File: config.mk
export PLATFORM = sky130hd
export DESIGN_NAME = cgra_output_writer
export DESIGN_NICKNAME = d
export VERILOG_FILES = /design/src/rtl/cgra_stream_pkg.sv /design/src/rtl/cgra_stream_fifo.sv /design/src/rtl/cgra_output_writer.sv
export SDC_FILE = /design/constraint.sdc
export NUM_CORES = 1
export LEC_CHECK = 0
export BUFFER_PORTS_ARGS = -buffer_cell sky130_fd_sc_hd__buf_2
export CAP_MARGIN = 20
export CORE_UTILIZATION = 50
export DETAILED_ROUTE_END_ITERATION = 7
export GPL_TIMING_DRIVEN = 1
export PLACE_DENSITY = 0.73
export SYNTH_ARGS = -nofsm -noshare
export SYNTH_HDL_FRONTEND = slang
export SYNTH_HIERARCHICAL = 1
export SYNTH_SLANG_ARGS = --single-unit
export TNS_END_PERCENT = 20
File: constraint.sdc
create_clock -name clk_i -period 4.4 [get_ports clk_i]
set_input_delay 0.44 -clock clk_i [delete_from_list [all_inputs] [get_ports clk_i]]
set_output_delay 0.44 -clock clk_i [all_outputs]
set_load 0.03 [all_outputs]
File: src/rtl/cgra_stream_pkg.sv
// rtl/cgra_stream_pkg.sv - shared types and constants for the CGRA stream engines
package cgra_stream_pkg;

  typedef logic [15:0] size_t;
  typedef logic [2:0]  state_t;

  localparam state_t ST_IDLE  = 3'd0;
  localparam state_t ST_RUN   = 3'd1;
  localparam state_t ST_DRAIN = 3'd2;
  localparam state_t ST_DONE  = 3'd3;
  localparam state_t ST_ABORT = 3'd4;

  localparam logic [1:0] RESP_OKAY   = 2'b00;
  localparam logic [1:0] RESP_EXOKAY = 2'b01;
  localparam logic [1:0] RESP_SLVERR = 2'b10;
  localparam logic [1:0] RESP_DECERR = 2'b11;

endpackage

File: src/rtl/cgra_stream_fifo.sv
// rtl/cgra_stream_fifo.sv - synchronous FIFO with registered storage, full/empty and flush
module cgra_stream_fifo #(
  parameter int DEPTH = 4,
  parameter int WIDTH = 32
) (
  input  logic             clk_i,
  input  logic             rst_i,
  input  logic             flush_i,
  input  logic             push_i,
  input  logic [WIDTH-1:0] data_i,
  input  logic             pop_i,
  output logic [WIDTH-1:0] data_o,
  output logic             full_o,
  output logic             empty_o
);

  localparam int AW = $clog2(DEPTH);

  logic [WIDTH-1:0] mem_q [DEPTH];
  logic [AW:0]      wr_q, rd_q;

  // Extra pointer bit distinguishes full from empty when the indices match.
  assign empty_o = (wr_q == rd_q);
  assign full_o  = (wr_q[AW] != rd_q[AW]) && (wr_q[AW-1:0] == rd_q[AW-1:0]);
  assign data_o  = mem_q[rd_q[AW-1:0]];

  always_ff @(posedge clk_i or posedge rst_i) begin
    if (rst_i) begin
      wr_q <= '0;
      rd_q <= '0;
      for (int i = 0; i < DEPTH; i++) mem_q[i] <= '0;
    end else if (flush_i) begin
      wr_q <= '0;
      rd_q <= '0;
    end else begin
      if (push_i && !full_o) begin
        mem_q[wr_q[AW-1:0]] <= data_i;
        wr_q <= wr_q + 1'b1;
      end
      if (pop_i && !empty_o) rd_q <= rd_q + 1'b1;
    end
  end

endmodule

File: src/rtl/cgra_output_writer.sv
// rtl/cgra_output_writer.sv - streams CGRA output results to consecutive words over AXI-Lite writes
module cgra_output_writer
  import cgra_stream_pkg::*;
#(
  parameter int FIFO_DEPTH = 4,
  parameter int MAX_OUTST  = 4,
  parameter int ADDR_WIDTH = 32
) (
  input  logic                  clk_i,
  input  logic                  rst_i,
  input  logic                  start_i,
  input  logic                  clear_i,
  input  logic [ADDR_WIDTH-1:0] base_addr_i,
  input  logic [15:0]           size_i,
  input  logic [31:0]           data_i,
  input  logic                  data_valid_i,
  output logic                  data_ready_o,
  output logic [ADDR_WIDTH-1:0] aw_addr_o,
  output logic                  aw_valid_o,
  input  logic                  aw_ready_i,
  output logic [31:0]           w_data_o,
  output logic [3:0]            w_strb_o,
  output logic                  w_valid_o,
  input  logic                  w_ready_i,
  input  logic [1:0]            b_resp_i,
  input  logic                  b_valid_i,
  output logic                  b_ready_o,
  output logic                  busy_o,
  output logic                  done_o,
  output logic                  error_o,
  output logic                  stall_o
);

  localparam int OW = $clog2(MAX_OUTST + 1);

  state_t                state_q, state_d;
  logic [ADDR_WIDTH-1:0] base_q, base_d;
  size_t                 size_q, size_d;
  logic [16:0]           acc_q, acc_d, iss_q, iss_d;
  logic [OW-1:0]         outst_q, outst_d;
  logic                  act_q, act_d, aw_done_q, aw_done_d, w_done_q, w_done_d;
  logic                  done_q, done_d, err_q, err_d;

  logic        fifo_full, fifo_empty, fifo_push, fifo_flush;
  logic        can_start, active, aw_fin, w_fin, complete, b_hs;
  logic [31:0] fifo_head;

  cgra_stream_fifo #(.DEPTH(FIFO_DEPTH), .WIDTH(32)) u_fifo (
    .clk_i   (clk_i),
    .rst_i   (rst_i),
    .flush_i (fifo_flush),
    .push_i  (fifo_push),
    .data_i  (data_i),
    .pop_i   (complete),
    .data_o  (fifo_head),
    .full_o  (fifo_full),
    .empty_o (fifo_empty)
  );

  // act_q keeps a presented AW/W pair alive until both halves handshake,
  // even if the state or outstanding count changes underneath it.
  assign can_start  = (state_q == ST_RUN) && !fifo_empty && (outst_q < OW'(MAX_OUTST));
  assign active     = act_q || can_start;
  assign aw_valid_o = active && !aw_done_q;
  assign w_valid_o  = active && !w_done_q;
  assign aw_fin     = aw_done_q || (aw_valid_o && aw_ready_i);
  assign w_fin      = w_done_q || (w_valid_o && w_ready_i);
  assign complete   = active && aw_fin && w_fin;
  assign b_hs       = b_valid_i && (outst_q != '0);

  assign data_ready_o = (state_q == ST_RUN) && !fifo_full && (acc_q < {1'b0, size_q});
  assign fifo_push    = data_ready_o && data_valid_i;
  assign stall_o      = data_valid_i && fifo_full;

  assign aw_addr_o = base_q + ADDR_WIDTH'({iss_q, 2'b00});
  assign w_data_o  = fifo_head;
  assign w_strb_o  = 4'hF;
  assign b_ready_o = 1'b1;
  assign busy_o    = (state_q == ST_RUN) || (state_q == ST_DRAIN) || (state_q == ST_ABORT);
  assign done_o    = done_q;
  assign error_o   = err_q;

  always_comb begin
    state_d    = state_q;
    base_d     = base_q;
    size_d     = size_q;
    acc_d      = acc_q + {16'd0, fifo_push};
    iss_d      = iss_q + {16'd0, complete};
    done_d     = done_q;
    err_d      = err_q | (b_hs && (b_resp_i != RESP_OKAY));
    act_d      = active && !complete;
    aw_done_d  = active && !complete && aw_fin;
    w_done_d   = active && !complete && w_fin;
    fifo_flush = 1'b0;
    case ({complete, b_hs})
      2'b10:   outst_d = outst_q + 1'b1;
      2'b01:   outst_d = outst_q - 1'b1;
      default: outst_d = outst_q;
    endcase

    case (state_q)
      ST_IDLE, ST_DONE: begin
        if (start_i) begin
          base_d  = base_addr_i & ~ADDR_WIDTH'(3);
          size_d  = size_i;
          acc_d   = '0;
          iss_d   = '0;
          outst_d = '0;
          err_d   = 1'b0;
          done_d  = (size_i == '0);
          state_d = (size_i == '0) ? ST_DONE : ST_RUN;
        end else if (clear_i) begin
          done_d = 1'b0;
          err_d  = 1'b0;
        end
      end
      ST_RUN: begin
        if (clear_i) begin
          state_d = ST_ABORT;
        end else if (iss_d == {1'b0, size_q}) begin
          state_d = (outst_d == '0) ? ST_DONE : ST_DRAIN;
          done_d  = (outst_d == '0);
        end
      end
      ST_DRAIN: begin
        if (clear_i) begin
          state_d = ST_ABORT;
        end else if (outst_d == '0) begin
          state_d = ST_DONE;
          done_d  = 1'b1;
        end
      end
      ST_ABORT: begin
        done_d = 1'b0;
        if (!active) begin
          fifo_flush = 1'b1;
          if (outst_d == '0) state_d = ST_IDLE;
        end
      end
      default: state_d = ST_IDLE;
    endcase
  end

  always_ff @(posedge clk_i or posedge rst_i) begin
    if (rst_i) begin
      state_q   <= ST_IDLE;
      base_q    <= '0;
      size_q    <= '0;
      acc_q     <= '0;
      iss_q     <= '0;
      outst_q   <= '0;
      act_q     <= 1'b0;
      aw_done_q <= 1'b0;
      w_done_q  <= 1'b0;
      done_q    <= 1'b0;
      err_q     <= 1'b0;
    end else begin
      state_q   <= state_d;
      base_q    <= base_d;
      size_q    <= size_d;
      acc_q     <= acc_d;
      iss_q     <= iss_d;
      outst_q   <= outst_d;
      act_q     <= act_d;
      aw_done_q <= aw_done_d;
      w_done_q  <= w_done_d;
      done_q    <= done_d;
      err_q     <= err_d;
    end
  end

endmodule

Word level (Yosys, flattened, before mapping). Cells that the tools add are included.

Bits in registers: 225. Output and inout bits: 76. Input bits: 90. Logic and storage cells: 136.

Mux-type cells: 39. $lt $le $gt $ge: 5. Equal/unequal tests: 20. Add/subtract/negate cells: 7. Reduce and logical (&&, ||, !) cells: 44. Bitwise operators: 4.

Operator list (count): $bwmux W128 (1); $mux W32 (3); $mux W17 (4); $bmux W32 S2 (1); $demux W32 S2 (1); $mux W3 (13); $add A17 B1 Y17 (2); $add A32 B19 Y32 (1); $logic_and A1 B1 Y1 (21); $eq A17 B16 Y1 (1); $lt A17 B16 Y1 (1); $logic_not A16 Y1 (1); $mux W1 (12); $pmux W3 S4 (1); $add A3 B1 Y3 const B (3); $ne A2 B2 Y1 const B (4); $eq A3 B2 Y1 const B (2); $ge A3 B3 Y1 const B (2); $logic_not A3 Y1 (2); $ne A2 B1 Y1 const B (3); $ne A3 B2 Y1 const B (2); $not A2 Y3 (2); $pmux W3 S2 (1); $reduce_and A6 Y1 (1); other kinds (23) (34).

Depth between registers and ports, before layout.
Word-level depth: 17. Depth in mapped cells: 18. Gate-level depth less buffers: 17.

By module. The synthesis kept the hierarchy.

Modules (own cells, without submodules): cgra_stream_fifo (sequential area each 3353.2 µm², cells an instance 379, instances 1, area an instance 6645.1 µm²); cgra_output_writer (sequential area each 2277.2 µm², cells an instance 674, instances 1, area an instance 6278.5 µm²).

Worst setup path before layout. No wires, ideal clock.

Kind: register -> register. Start point: reg u_fifo.wr_q[1]. End point: reg done_q (netlist: done_o). Path buffers: 2. Slack: 0.250 ns. Setup time: 0.121 ns. Data required time: 4.279 ns. Period minus slack after synthesis: 4.150 ns. Cell stages (with the launch flop): 17. Arrival time: 4.029 ns. Cells stage by stage: dfrtp_1 > buf_6 > xor2_1 > buf_6 > nor3_1 > nor2_1 > a21oi_1 > nor3_1 > ha_1 > ha_1 > nand4_2 > nor4_1 > xnor3_1 > o31a_1 > nand4_2 > a211o_1 > a22o_1.

Longest elaborated chain between the ends: 16. Elaborated cells between the ends (all ways): 25. Those cells by class: 1 x add/sub; 6 x eq/ne; 4 x mux; 14 x reduce/logical.

RTL lines: from (decl) (RTL line cgra_stream_fifo.sv:20) `logic [AW:0] wr_q, rd_q;`; from (signal assigned) (RTL line cgra_stream_fifo.sv:38) `wr_q <= wr_q + 1'b1;`; $eq A3 B3 Y1 * (RTL line cgra_stream_fifo.sv:23) `assign empty_o = (wr_q == rd_q);`; net fifo_empty (RTL line cgra_output_writer.sv:44) `logic fifo_full, fifo_empty, fifo_push, fifo_flush;`; $logic_not A1 Y1 * (RTL line cgra_output_writer.sv:62) `assign can_start = (state_q == ST_RUN) && !fifo_empty && (outst_q < OW'(MAX_OUTST));`; $logic_and A1 B1 Y1 * (2 in a row) (RTL line cgra_output_writer.sv:62); $logic_or A1 B1 Y1 * (RTL line cgra_output_writer.sv:63) `assign active = act_q || can_start;`; $logic_and A1 B1 Y1 (RTL line cgra_output_writer.sv:64) `assign aw_valid_o = active && !aw_done_q;`; $logic_and A1 B1 Y1 (RTL line cgra_output_writer.sv:66) `assign aw_fin = aw_done_q || (aw_valid_o && aw_ready_i);`; $logic_or A1 B1 Y1 (RTL line cgra_output_writer.sv:66); $logic_and A1 B1 Y1 (RTL line cgra_output_writer.sv:68) `assign complete = active && aw_fin && w_fin;`; $logic_and A1 B1 Y1 * (RTL line cgra_output_writer.sv:68); net complete (RTL line cgra_output_writer.sv:45) `logic can_start, active, aw_fin, w_fin, complete, b_hs;`; parallel branches: the longest is 6 deep, another holds $add A17 B1 Y17; to (signal assigned) (RTL line cgra_output_writer.sv:167) `done_q <= done_d;`; to (decl) (RTL line cgra_output_writer.sv:42) `logic done_q, done_d, err_q, err_d;`.

Mark *: on every way through the listed nets, which the timed path passes. The select of a mux whose other input is x is not followed. A chain may end at the register's enable or synchronous reset.

Final worst setup path. Same ends and word-level chain as after synthesis.

==> impl_results.md <==
- Synth Register Bits: 225
- Min Tclk post-route: 4080 ps
- Number of buffers created by CTS: 26
- EDFF count, synth: 0
- Antenna violation net count after detailed routing: 0
- Setup tns final: 0 ps
- Area grow syn2layout: 14.9%
- Switching fraction of total power: roughly two fifths
- Crit path required time: 4810 ps
- First-pass GRT wire length: around 46,000 um
- Max Fclk: 245 MHz
- Cell Rows: 58
- Nets: 1,343
- Initial core utilization: 51.2%
- Port buffer count: 156
- Net switching power: around 4.6 mW
- Mean area per synthesized cell: 12.3 um2
- Sequential share of the synthesized area: a little over two fifths
- Total gr overflow: 0
- Drt drc: 0
- Commonest cells in the netlist: dfrtp_1 (225), mux2_4 (100), nor2_1 (63)
- Setup-failing EPs final: 0
- Setup Skew: 17.5 ps
- Skew-Pair Late Insertion Delay: 530 ps
- CP cell instances: xor2_1 > nor3_1 > nor2_1 > a21oi_1 > nor3_1 > buf_4 > ha_1 > ha_1 > nand4_2 > nor4_1 > xnor3_1 > o31a_1 > nand4_2 > a211o_1 > a22o_1
- Hold Path Class: primary input to asynchronous set/reset pin
- Yosys top cell area share: between 40 and 50%
- Maxcap violations: 0
- Worst-case clock buffer depth: 3
- DPL Wire Length: about 18,000 um
- Status: complete, no violations
- Transition time of the tightest slew-check pin: about 760 ps
- Fin Hold WS: between 80 and 90 ps
- CP Data Arrival Time: 4490 ps
- Total global-route track usage: 21.5%
- Via count: 8,659
- Slew headroom: about half
- Slew Viols, Final: 0
- Leakage power figure: 7.09 nW
- Syn Inst Count: 1,053
- Top Ports: 166
- Post-Syn Area: 12,900 um2
- Number of diodes: 0
- Die width: 163 um
- Worst-path clk slew: 60 ps
- Crit end category: flop
- Logic pwr share: 49.4%
- CP bufs+invs: 1
- Largest net degree at the start of global routing: 135
- RSZ-0062 raised after global routing: no
- Die Y: about 160 um
- Initial antenna violation count: 0
- Layout cells sized above 1: 35.4%
- Main synth FF type: dfrtp_1
- Async SR Flop Fraction: 100%
- Yosys cell types: between 80 and 90
- Slowest Stage Delay on Critical Path: 530 ps
- Crit path max-delay family: simple AND/OR/NAND/NOR gates
- GPL Wtd Cong: roughly 0.86
- Crit-path max FO: 9
- Worst Setup Start Kind: flop
- CTS tree: yes
- CP max stage cell: dfrtp_1
- Routed WL: around 28,000 um
- Initial DRC Count: 548
- Via/cell ratio: 5.56
- Yosys top cell by area: dfrtp_1
- Vias in the first global route: 8,899
- Clock root buffer: clkbuf_16
- H-tree depth: 1
- Period utilization: 92.8%
- Core Area: 25,300 um2
- Drt pass-1 iters: 4
- Internal: 7.02 mW
- Seq pwr share: 31.4%
- Sink Count: around 230
- Clock Power Share: 19.3%
- YS warnings: 6
- WL per Instance: 17.7 um
- Pwr Density: 780 nW/um2
- Die area: roughly 26,000 um2
- Hold Fails Final Rpt: 0
- Top-count cell post-synth: dfrtp_1
- Critical path class: flop to flop
- Area contributors post-synth: dfrtp_1 (44%), mux2_4 (12%), mux4_2 (5.6%), mux2_2 (4.5%), ha_1 (4.1%)
- VDD IR max: 0.473 mV
==> registers in the layout, summed over array words and instances (netlist names), 3 cells and up <==
| register | flops |
|---|---|
| acc_q | 17 |
| iss_q | 17 |
| state_q | 3 |
| outst_q | 3 |
| base_q | 30 |
| size_q | 16 |
| u_fifo/mem_q | 128 |
| u_fifo/wr_q | 3 |
| u_fifo/rd_q | 3 |
==> worst min-delay path: stages <==
cell and delay (ps):
buf_2 130, inv_4 60, buf_12 460
==> logic make-up (layout without fill, tap and decap cells) <==
| group | after synthesis | in the layout | synth area share [%] |
|---|---|---|---|
| compound gates | 144 | 144 | 7.86 |
| xor+xnor | 77 | 77 | 5.88 |
| fa+ha+maj | 44 | 44 | 4.38 |
| buf+inv | 101 | 271 | 4.42 |
| flops | 225 | 225 | 43.6 |
| mux | 190 | 190 | 22.2 |
| other cells | 2 | 7 | 0.0581 |
| simple gates | 270 | 270 | 11.6 |
==> power by group through the flow <==
stage	clock network (mW)	logic [mW]	registers, mW
after global placement	0	5.59	3.58
after floorplan	0	4.61	3.43
after global routing	2.37	6.19	3.75
after CTS	2.29	5.76	3.63
final	2.23	5.72	3.63
after detailed placement	0	5.71	3.64
==> through the flow <==
stage	utilization (%)	cell area, um2	total power [mW]	std cells	setup WS, ps
4_1_cts	58.7	14800	11.7	1557	107
3_3_place_gp	55.2	13900	9.17	1510	560
6_report	58.8	14800	11.6	1558	318
3_5_place_dp	55.2	13900	9.35	1510	385
5_1_grt	58.8	14800	12.3	1558	76.0
2_1_floorplan	-	12900	8.04	1058	250
==> repair_timing <==
action	4_1_cts	5_1_grt
hold buffers	0	0
setup endpoints to repair	0	5
buffers inserted	0	1
gates resized for setup	0	0
==> final timing paths <==
kind                            slack [ps]  cells after the start                to            from
worst min register to register         460                      1          w_done_q       aw_done_q
worst max register to register         320                     15            done_o  u_fifo/wr_q[1]
worst max-delay path                   320                     15            done_o  u_fifo/wr_q[1]
worst min-delay path                    80                      3  u_fifo/mem_q[15]           rst_i
min in group clk_i                      90                      2         aw_done_q       w_ready_i
max in group asynchronous             3350                      3          acc_q[4]           rst_i
==> layout make-up <==
cell class	instances	area, um2
Clock buffer	38	767
Clock inverter	9	124
Fill cell	2027	10400
Inverter	42	163
Multi-Input combinational cell	732	6750
Sequential cell	225	5630
Tap cell	330	413
Timing Repair Buffer	182	1000
==> layer usage <==
| layer | up-vias | routed length, um | GRT usage (%) | share of wire [%] |
|---|---|---|---|---|
| met2 | 186 | 13000 | 34.6 | 47 |
| met3 | 42 | 1140 | 2.75 | 4.1 |
| met1 | 4306 | 12800 | 30.8 | 46 |
| met4 | 0 | 590 | 5.40 | 2.1 |
| met5 | - | 0 | 0 | 0 |
| li1 | 4125 | - | - | - |
==> cell usage in the layout, fill, tap and decap left out, types with 6 or more instances in the layout <==
cell and n:
dfrtp_1 224, buf_2 156, mux2_4 100, nor2_1 63
mux2_2 52, o21ai_0 44, nand2_1 44, ha_1 42
inv_1 39, xnor2_1 37, xor2_1 33, nand3_1 32
a21oi_1 32, mux4_2 32, clkbuf_16 27, buf_4 24
nor4_1 16, nor3_1 15, nand4_1 15, nor3b_1 15
nor2b_1 14, nand2b_1 9, and3_1 8, a2111oi_0 7
o21bai_1 7, conb_1 7, a31oi_1 6, o211ai_1 6
clkbuf_1 6
No activity file was read; power rests on OpenSTA's default activity.
